**config.mk**
```make
export PLATFORM = sky130hd
export DESIGN_NAME = window_gen
export DESIGN_NICKNAME = d
export VERILOG_FILES = /design/src/rtl/window_gen_pkg.sv /design/src/rtl/window_gen_line_mem.sv /design/src/rtl/window_gen.sv
export SDC_FILE = /design/constraint.sdc
export NUM_CORES = 1
export LEC_CHECK = 0
export CAP_MARGIN = 40
export CORE_MARGIN = 3
export CORE_UTILIZATION = 57
export CTS_CLUSTER_SIZE = 16
export DETAILED_ROUTE_END_ITERATION = 10
export PLACE_DENSITY = 0.79
export SKIP_LAST_GASP = 1
export SYNTH_ARGS = -nofsm -noshare
export SYNTH_HDL_FRONTEND = slang
export SYNTH_SLANG_ARGS = --single-unit
```
**constraint.sdc**
```tcl
create_clock -name clk -period 7 [get_ports clk]
set_clock_uncertainty 0.05 [all_clocks]
set_input_delay 2.1 -clock clk [delete_from_list [all_inputs] [get_ports clk]]
set_output_delay 2.1 -clock clk [all_outputs]
set_load 0.1 [all_outputs]
```
**src/rtl/window_gen_pkg.sv**
```systemverilog
// Shared defaults for the K x K sliding-window generator and its line store.
package window_gen_pkg;

    localparam int DEF_DATA_WIDTH  = 16;
    localparam int DEF_IMG_WIDTH   = 8;
    localparam int DEF_IMG_HEIGHT  = 6;
    localparam int DEF_KERNEL_SIZE = 3;
    localparam int K_MIN           = 2;
    localparam int K_MAX           = 7;

endpackage

```
**src/rtl/window_gen_line_mem.sv**
```systemverilog
// One image line of pixels: asynchronous read of the old word, write of the new word at the same address.
module line_mem
    import window_gen_pkg::*;
#(
    parameter int DATA_WIDTH = DEF_DATA_WIDTH,
    parameter int DEPTH      = DEF_IMG_WIDTH,
    localparam int AW        = $clog2(DEPTH)
)(
    input  logic                  clk,
    input  logic                  i_we,
    input  logic [AW-1:0]         i_addr,
    input  logic [DATA_WIDTH-1:0] i_wdata,
    output logic [DATA_WIDTH-1:0] o_rdata
);

    logic [DATA_WIDTH-1:0] r_mem [DEPTH];

    always_ff @(posedge clk) begin
        if (i_we) begin
            r_mem[i_addr] <= i_wdata;
        end
    end

    assign o_rdata = r_mem[i_addr];

endmodule

```
**src/rtl/window_gen.sv**
```systemverilog
// K x K sliding-window generator for raster pixel streams; emits only fully populated windows.
module window_gen
    import window_gen_pkg::*;
#(
    parameter int DATA_WIDTH = DEF_DATA_WIDTH,
    parameter int IMG_WIDTH  = DEF_IMG_WIDTH,
    parameter int IMG_HEIGHT = DEF_IMG_HEIGHT,
    parameter int K          = DEF_KERNEL_SIZE,
    localparam int CW        = $clog2(IMG_WIDTH),
    localparam int RW        = $clog2(IMG_HEIGHT)
)(
    input  logic                         clk,
    input  logic                         reset,
    input  logic                         in_valid,
    output logic                         in_ready,
    input  logic signed [DATA_WIDTH-1:0] pixel_in,
    output logic                         out_valid,
    input  logic                         out_ready,
    output logic [K*K*DATA_WIDTH-1:0]    win_flat,
    output logic [RW-1:0]                out_row,
    output logic [CW-1:0]                out_col,
    output logic                         frame_last
);

    logic                         w_acc;
    logic                         w_qual;
    logic                         w_col_wrap;
    logic                         w_row_wrap;
    logic [CW-1:0]                r_col;
    logic [RW-1:0]                r_row;
    logic [DATA_WIDTH-1:0]        w_line_rd  [K-1];
    logic [DATA_WIDTH-1:0]        w_line_wr  [K-1];
    logic [DATA_WIDTH-1:0]        w_new_col  [K];
    logic [DATA_WIDTH-1:0]        r_win      [K][K-1];
    logic [DATA_WIDTH-1:0]        w_win_next [K][K];
    logic [K*K*DATA_WIDTH-1:0]    w_win_flat;

    // Handshake: a transfer happens on a side when valid and ready are both high at the
    // rising edge; the single output register frees up in the same cycle it is drained.
    assign in_ready   = ~out_valid | out_ready;
    assign w_acc      = in_valid & in_ready;
    assign w_col_wrap = (r_col == CW'(IMG_WIDTH - 1));
    assign w_row_wrap = (r_row == RW'(IMG_HEIGHT - 1));
    assign w_qual     = w_acc && (r_row >= RW'(K - 1)) && (r_col >= CW'(K - 1));

    // Line k holds image row r-(K-1)+k at column c; each write pushes the column up one line.
    for (genvar k = 0; k < K - 1; k++) begin : g_line
        if (k == K - 2) begin : g_top
            assign w_line_wr[k] = pixel_in;
        end else begin : g_mid
            assign w_line_wr[k] = w_line_rd[k+1];
        end

        line_mem #(
            .DATA_WIDTH (DATA_WIDTH),
            .DEPTH      (IMG_WIDTH)
        ) u_line (
            .clk     (clk),
            .i_we    (w_acc),
            .i_addr  (r_col),
            .i_wdata (w_line_wr[k]),
            .o_rdata (w_line_rd[k])
        );

        assign w_new_col[k] = w_line_rd[k];
    end

    assign w_new_col[K-1] = pixel_in;

    // r_win keeps the K-1 most recent columns; the incoming column completes the window.
    for (genvar i = 0; i < K; i++) begin : g_row
        for (genvar j = 0; j < K; j++) begin : g_col
            if (j < K - 1) begin : g_old
                assign w_win_next[i][j] = r_win[i][j];
            end else begin : g_new
                assign w_win_next[i][j] = w_new_col[i];
            end
            assign w_win_flat[(i*K+j)*DATA_WIDTH +: DATA_WIDTH] = w_win_next[i][j];
        end
    end

    always_ff @(posedge clk) begin
        if (w_acc) begin
            for (int i = 0; i < K; i++) begin
                for (int j = 0; j < K - 1; j++) begin
                    r_win[i][j] <= w_win_next[i][j+1];
                end
            end
        end
    end

    always_ff @(posedge clk or negedge reset) begin
        if (!reset) begin
            r_col <= '0;
            r_row <= '0;
        end else if (w_acc) begin
            if (w_col_wrap) begin
                r_col <= '0;
                r_row <= w_row_wrap ? '0 : r_row + RW'(1);
            end else begin
                r_col <= r_col + CW'(1);
            end
        end
    end

    always_ff @(posedge clk or negedge reset) begin
        if (!reset) begin
            out_valid  <= 1'b0;
            win_flat   <= '0;
            out_row    <= '0;
            out_col    <= '0;
            frame_last <= 1'b0;
        end else if (w_qual) begin
            out_valid  <= 1'b1;
            win_flat   <= w_win_flat;
            out_row    <= r_row - RW'(K - 1);
            out_col    <= r_col - CW'(K - 1);
            frame_last <= w_row_wrap && w_col_wrap;
        end else if (out_ready) begin
            out_valid  <= 1'b0;
        end
    end

endmodule

```
* After elaboration in Yosys (flattened, before gate mapping)
Memory sizes are Yosys's and may differ from the RTL's. Cells that the tools add are included.
Word-level totals: bits in registers 158, bits in writable memories 352, input port bits 20, output and inout bits 153, logic and storage cells 32, memories kept 3
Memory list:
- g_line[0].u_line.r_mem | words 8, bits a word 16, read ports 1, clocked after memory_dff 0, wr ports 1, line window_gen_line_mem.sv:16 | logic [DATA_WIDTH-1:0] r_mem [DEPTH];
- g_line[1].u_line.r_mem | words 8, bits a word 16, read ports 1, clocked after memory_dff 0, wr ports 1, line window_gen_line_mem.sv:16
- r_win | words 3, bits a word 32, read ports 3, clocked after memory_dff 0, wr ports 3, line window_gen.sv:34 | logic [DATA_WIDTH-1:0] r_win [K][K-1];
Operators by class: add/sub/neg operators 4, order comparisons 2, equality and inequality tests 2, multiplexer cells 6, bitwise gates (word level) 3, reduce and logical (&&, ||, !) cells 5
Operator list (number):
- adder 3 x 1 -> 3 bit, second input constant | 2
- == test 3 bit, second input constant | 2
- >= comparator 3 x 2 -> 1 bit, second input constant | 2
- 2-to-1 mux 3 bit | 2
- subtractor 3 x 2 -> 3 bit, second input constant | 2
- 2-to-1 mux 1 bit | 4
- logical AND 1 bit | 3
- AND reduction 2 bit | 1
- nonzero test 2 bit | 1
- bitwise AND 1 bit | 1
- NOT 1 bit | 1
- bitwise OR 1 bit | 1

* Logic depth before layout (Yosys ltp)
Gate-level depths: netlist of run 1.
depth in word-level cells 6, gate-level depth with buffers 10, mapped depth without buffers 6

* Hierarchy
A second synthesis of run 1 with hierarchy kept.
Second synthesis, totals: cells, all modules 900, area total of the unflattened synthesis 19123.3 um^2
By module, submodules not included:
- line_mem | times used 2, cells each 222, area an instance 4972.3 um^2, seq. area each 3843.7 um^2
- window_gen | times used 1, cells each 456, area an instance 9178.8 um^2, seq. area each 6836.6 um^2

* Worst setup path after synthesis of run 1
OpenSTA, ideal clock, no wires.
kind input port to flip-flop, start in out_ready, end mem g_line[0].u_line.r_mem[0][0] (netlist bit) (enable), setup time 392 ps, arrival 7134 ps, required time 6558 ps, slack -577 ps, cell stages on the path 5, path buffers 1, cell sequence nand2b_1 -> nand2_1 -> inv_2 -> clkbuf_1 -> and3_1
On the way: longest elaborated chain between the ends 4
Ends and longest elaborated chain:
- start: declaration | line window_gen.sv:18 | input logic out_ready,
- bitwise OR 1 bit | line window_gen.sv:40 | assign in_ready = ~out_valid | out_ready;
- bitwise AND 1 bit | line window_gen.sv:41 | assign w_acc = in_valid & in_ready;
- named net g_line[0].u_line.i_we | line window_gen_line_mem.sv:10 | input logic i_we,
- 2-to-1 mux 1 bit | line window_gen_line_mem.sv:19 | if (i_we) begin
- 2-to-1 mux 1 bit (implied by the code) | line window_gen_line_mem.sv:20 | r_mem[i_addr] <= i_wdata;
- end: declaration | line window_gen_line_mem.sv:16
The timed path passes the listed nets, and every way through them passes these cells.

* Worst setup path in the final report of run 1
start in out_ready, end out in_ready
On the way: longest elaborated chain between the ends 1
Ends and longest elaborated chain:
- bitwise OR 1 bit | line window_gen.sv:40
- end: declaration | line window_gen.sv:15 | output logic in_ready,
No other way between the ends.

==> results.sh, run 1 <==
export IMPL_cts_setup_buffers=0
export IMPL_cts_htree_levels=2
export IMPL_worstReg2RegEnd="win_flat[98]"
export IMPL_portBuffers=172
export IMPL_fmax_mhz=194
export IMPL_clk_latency_ns=0.55
export IMPL_cap_violations=0
export IMPL_utilization=0.791
export IMPL_hold_depth=0
export IMPL_crit_path_end_kind="output port"
export IMPL_multi_input_area_sq_mm=0.00379
export IMPL_seq_area_sq_mm=0.0145
export IMPL_yosys_cell_types_count=25
export IMPL_timing_final_hold_violations=0
export IMPL_syn_nets=934
export IMPL_synth_compound_area_frac=0.00135
export IMPL_setup_viol=0
export IMPL_tightest_slew_ns=0.787
export IMPL_wl_mm=40.0
export IMPL_period_minus_slack_ns=5.16
export IMPL_slew_headroom=0.476
export IMPL_cts_resized=0
export IMPL_dr_pass1_iters=5
export IMPL_critPathRequiredTime_ns=4.85
export IMPL_dieWidth_um=186
export IMPL_yosys_area_share_adder=0.00539
export IMPL_finalSetupTns_ns=0
export IMPL_r2r_slack_ns=3.27
export IMPL_status="finished clean"
export IMPL_yosys_top_cells_count="edfxtp_1 (352), dfrtp_1 (158), mux2_1 (101), nand2_1 (101), mux4_2 (64)"
export IMPL_grt_pass1_wl_mm=63.4
export IMPL_overflow=0
export IMPL_fin_ws_ns=1.84
export IMPL_finalCritPeriodShare=0.737
export IMPL_worstPathArrival_ns=3.01
export IMPL_synth_simple_area_share=0.0257
export IMPL_drive_gt1_frac=0.284
export IMPL_areaGrowthSynthToFinish_pct=35.6
export IMPL_holdBufCountCts=0
export IMPL_hp_class="register to register"
export IMPL_dp_slack_ns=1.66
export IMPL_cts_tree="built"
export IMPL_critPathBufInv=2
export IMPL_vias_per_cell=5.61
export IMPL_clockRootBuffer="clkbuf_16"
export IMPL_grt_pass1_vias=10923
export IMPL_drt_initial_drc_count=768
export IMPL_drc=0
export IMPL_synth_edf_count=352
export IMPL_worst_r2r_path_depth=7
export IMPL_dp_hpwl_mm=24.4
export IMPL_place_congestion=0.702
export IMPL_syn_inst=906
export IMPL_synth_area_leaders="edfxtp_1 (57%), dfrtp_1 (21%), mux4_2 (7.8%)"
export IMPL_ys_warn_count=0
export IMPL_track_usage=0.234
export IMPL_nFillCells=1444
export IMPL_slowest_delay_ns=0.46
export IMPL_fp_dieArea_sq_mm=0.0348
export IMPL_synth_most_common_cell="edfxtp_1"
export IMPL_clock_sinks=510
export IMPL_synth_xor_area_frac=0.000472
export IMPL_yosys_register_bits=510
export IMPL_antenna_found_initial=0
export IMPL_ys_seq_area_frac=0.782
export IMPL_cts_made_buffers=49
export IMPL_crit_path_start_kind="input pin"
export IMPL_synth_top_area_frac=0.569
export IMPL_finalNetCount=1289
export IMPL_holdCritStartpoint="r_win[1][2]"
export IMPL_post_drt_wl_per_cell_um=23.1
export IMPL_report_final_slew_viol_count=0
export IMPL_synthMuxAreaShare=0.170
export IMPL_die_h_um=186
export IMPL_critPathMaxFanout=3
export IMPL_crit_type="input pin to output port"
export IMPL_crit_family="buffers and inverters"
export IMPL_clkTransAtPathRegs_ns=0.06
export IMPL_cp_slowest_cell="clkdlybuf4s50_1"
export IMPL_rsz0062_at_grt="false"
export IMPL_ios=173
export IMPL_path_cells="clkdlybuf4s50_1 > nand2b_1 > buf_4"
export IMPL_synth_top_cell_by_area="edfxtp_1"
export IMPL_reg2reg_from="r_col[1]"
export IMPL_rows=65
export IMPL_core_sq_mm=0.0318
export IMPL_synth_area_sq_mm=0.0186
export IMPL_min_to="r_win[1][18]"
export IMPL_synth_ff_type="edfxtp_1"
export IMPL_syn_avg_cell_area_sq_um=20.5
export IMPL_grt_max_degree=71
export IMPL_vias=9733
export IMPL_cts_buffer_depth=3
export IMPL_antenna_left=0
export IMPL_async_flop_share=0.310
export IMPL_diodes=0
export IMPL_synth_top_family_by_area="multiplexers"
export IMPL_start_util=0.584
[per-layer routing]
metal	track usage	wire length, um	vias to the layer above
li1	-	-	4176
met1	0.303	15200	5043
met2	0.411	21100	414
met3	0.0368	2550	100
met4	0.0791	1240	0
met5	0	0	-
[worst max-delay path by stage]
stage	startpoint	to	slack, ns	depth (start not counted)
6_report	out_ready	in_ready	1.84	3
5_1_grt	out_ready	in_ready	1.80	3
4_1_cts	out_ready	in_ready	1.84	3
3_5_place_dp	out_ready	win_flat[133]	1.66	7
3_3_place_gp	out_ready	win_flat[129]	1.79	7
2_1_floorplan	out_ready	g_line[0].u_line.r_mem[0][0]	0.97	5
[area by class of cell]
| cell class | instances | share of cell area |
|---|---|---|
| Clock buffer | 72 | 0.0566 |
| Sequential cell | 510 | 0.577 |
| Timing Repair Buffer | 343 | 0.184 |
| Clock inverter | 18 | 0.00890 |
| Multi-Input combinational cell | 348 | 0.151 |
| Inverter | 9 | 0.00144 |
| Tap cell | 435 | 0.0216 |
[placed cells by master, fill, tap and decap left out]
| master | count |
|---|---|
| clkinv_1 | 6 |
| nor2_1 | 1 |
| clkdlybuf4s50_1 | 170 |
| mux2_1 | 101 |
| clkinv_2 | 3 |
| nor3_1 | 1 |
| buf_8 | 127 |
| edfxtp_1 | 352 |
| nand2b_1 | 2 |
| dfrtp_1 | 156 |
| clkbuf_16 | 51 |
| dfrtp_4 | 1 |
| buf_16 | 28 |
| clkbuf_8 | 7 |
| bufinv_16 | 5 |
| mux4_2 | 64 |
| clkinvlp_4 | 1 |
| buf_4 | 9 |
| buf_6 | 1 |
| buf_12 | 8 |
| mux2i_1 | 3 |
| o21ai_1 | 2 |
| ha_1 | 8 |
| inv_6 | 3 |
| o21ai_0 | 3 |
| inv_4 | 2 |
| nand3_4 | 1 |
| clkbuf_1 | 14 |
| nand3_1 | 1 |
| or3_1 | 2 |
| mux2_2 | 49 |
| nand2_1 | 101 |
| xnor2_1 | 1 |
| dfrtp_2 | 1 |
| inv_1 | 7 |
| and3_2 | 8 |
[state kept, by name, indices dropped and copies added (netlist names)]
| signal | count |
|---|---|
| out_row | 3 |
| frame_last | 1 |
| r_row | 3 |
| r_win | 96 |
| win_flat | 144 |
| out_col | 3 |
| g_line.u_line.r_mem | 256 |
| out_valid | 1 |
| r_col | 3 |
[logic make-up after synthesis]
kind of cell,after synthesis
adders and majority gates,8
xor gates and xnor gates,1
DFF,510
and+or+nand+nor,117
muxes,217
buffers and inverters,48
AOI/OAI and AO/OA,5
[metrics by stage]
stage          instances  hold WS, ns  instance area, sq um
6_report            1735        0.394                 25200
4_1_cts             1735        0.392                 25200
3_3_place_gp        1483        0.372                 20700
3_5_place_dp        1645        0.379                 23500
5_1_grt             1735        0.401                 25200
2_1_floorplan        906        0.369                 18600
Power of run 1 is not shown: default switching activity piles up to over one toggle a cycle in this logic, so the estimate is an artifact.
==> run 2: changes to the inputs <==
--- a/config.mk
+++ b/config.mk
@@ -7,10 +7,10 @@
 export LEC_CHECK = 0
 export CAP_MARGIN = 40
 export CORE_MARGIN = 3
-export CORE_UTILIZATION = 57
+export CORE_UTILIZATION = 51
 export CTS_CLUSTER_SIZE = 16
 export DETAILED_ROUTE_END_ITERATION = 10
-export PLACE_DENSITY = 0.79
+export PLACE_DENSITY = 0.75
 export SKIP_LAST_GASP = 1
 export SYNTH_ARGS = -nofsm -noshare
 export SYNTH_HDL_FRONTEND = slang
==> constraint.sdc (replaced) <==
create_clock -name clk -period 4.4 [get_ports clk]
set_clock_uncertainty 0.05 [all_clocks]
set_input_delay 1.32 -clock clk [delete_from_list [all_inputs] [get_ports clk]]
set_output_delay 1.32 -clock clk [all_outputs]
set_load 0.1 [all_outputs]
==> run 2 against run 1 <==
Effect of this change: non-clock buffer count up 6; via count is 1.7% lower; core utilization down 8.3 points; die area grew 11%; count of clock-buffer cells in the layout fell by 1; register-to-register slack got worse by 1.9 ns; wire length is 2.2% lower; global-route usage fell by 2.7 points; largest cell class unchanged.
==> results.sh, run 2 (synthesis results as in run 1) <==
export IMPL_holdCritStartpoint="r_win[2][11]"
export IMPL_finalCritPeriodShare=0.801
export IMPL_reg_top3="g_line.u_line.r_mem (256), win_flat (144), r_win (96)"
export IMPL_finalSetupTns_ns=0
export IMPL_timing_final_hold_violations=0
export IMPL_grt_pass1_vias=10391
export IMPL_die_h_um=197
export IMPL_slowest_delay_ns=0.45
export IMPL_layout_common_cells="edfxtp_1 (352), clkdlybuf4s50_1 (169), dfrtp_1 (156)"
export IMPL_rsz0062_at_grt="false"
export IMPL_grt_max_degree=76
export IMPL_reg2reg_from="r_col[1]"
export IMPL_portBuffers=172
export IMPL_hp_class="register to register"
export IMPL_status="finished clean"
export IMPL_report_final_slew_viol_count=0
export IMPL_cts_resized=0
export IMPL_clk_latency_ns=0.56
export IMPL_post_drt_wl_per_cell_um=22.1
export IMPL_vias=9572
export IMPL_ios=173
export IMPL_drt_initial_drc_count=617
export IMPL_holdBufCountCts=0
export IMPL_dp_hpwl_mm=24.2
export IMPL_fp_dieArea_sq_mm=0.0387
export IMPL_fmax_mhz=284
export IMPL_drive_gt1_frac=0.293
export IMPL_clock_sinks=510
export IMPL_areaGrowthSynthToFinish_pct=36.3
export IMPL_core_sq_mm=0.0357
export IMPL_wl_mm=39.1
export IMPL_diodes=0
export IMPL_dieWidth_um=197
export IMPL_setup_viol=0
export IMPL_cp_slowest_cell="clkdlybuf4s50_1"
export IMPL_cts_made_buffers=50
export IMPL_cts_htree_levels=2
export IMPL_drc=0
export IMPL_critPathRequiredTime_ns=3.03
export IMPL_crit_path_end_kind="output port"
export IMPL_worstReg2RegEnd="win_flat[0]"
export IMPL_largest_register_ffs=256
export IMPL_place_congestion=0.705
export IMPL_cts_tree="built"
export IMPL_antenna_left=0
export IMPL_top_register="g_line.u_line.r_mem"
export IMPL_cts_buffer_depth=3
export IMPL_layout_commonest_cell="edfxtp_1"
export IMPL_cts_setup_buffers=0
export IMPL_crit_path_start_kind="input pin"
export IMPL_dr_pass1_iters=5
export IMPL_worst_r2r_path_depth=8
export IMPL_slew_headroom=0.437
export IMPL_track_usage=0.207
export IMPL_path_cells="clkdlybuf4s50_1 > nand2b_1 > buf_12"
export IMPL_vias_per_cell=5.41
export IMPL_rows=69
export IMPL_clockRootBuffer="clkbuf_16"
export IMPL_clkTransAtPathRegs_ns=0.05
export IMPL_grt_pass1_wl_mm=61.4
export IMPL_cap_violations=0
export IMPL_crit_type="input pin to output port"
export IMPL_finalNetCount=1296
export IMPL_start_util=0.519
export IMPL_overflow=0
export IMPL_tightest_slew_ns=0.845
export IMPL_cp_endpoint="in_ready"
export IMPL_antenna_found_initial=0
export IMPL_r2r_slack_ns=1.34
export IMPL_critPathMaxFanout=3
export IMPL_worstPathArrival_ns=2.15
export IMPL_period_minus_slack_ns=3.52
export IMPL_startpoint="out_ready"
==> run 2: final cells by class <==
| class | instances | area [sq um] |
|---|---|---|
| clock buffer | 71 | 1440 |
| clock inverter | 22 | 254 |
| fill | 2086 | 10400 |
| inverter | 9 | 36.3 |
| multi-input combinational | 348 | 3790 |
| sequential | 510 | 14500 |
| tap | 461 | 577 |
| timing repair buffer | 349 | 4680 |
==> run 2: through the flow <==
step	std cells	area, sq um	setup slack [ns]	util	hold WS [ns]
floorplan	906	18600	0.0316	-	0.369
CTS	1770	25300	0.868	0.708	0.391
finish	1770	25300	0.876	0.708	0.394
detailed placement	1677	23600	0.670	0.661	0.376
global route	1770	25300	0.837	0.708	0.396
global placement	1525	21000	0.731	0.587	0.373
==> run 2: worst min path at each step <==
stage / end / slack (ns) / cells past startpoint
after CTS: r_win[0][21] / 0.39 / 0
after global routing: r_win[0][21] / 0.40 / 0
final: r_win[2][27] / 0.39 / 0
after floorplan: r_win[0][16] / 0.37 / 0
after global placement: r_win[2][28] / 0.37 / 0
after detailed placement: r_win[0][21] / 0.38 / 0
==> run 2: critical path, delay by kind of cell <==
| family | cells | cell delay, ns |
|---|---|---|
| AND/OR/NAND/NOR | 1 | 0.18 |
| buffers and inverters | 2 | 0.65 |
==> run 2: layer usage <==
metal  track usage  share of wire  vias to the layer above
li1              -              -                     4208
met1         0.278           0.41                     4961
met2         0.354           0.51                      332
met3        0.0369          0.060                       71
met4        0.0578          0.024                        0
met5             0              0                        -
Power of run 2 is left out for the same reason.
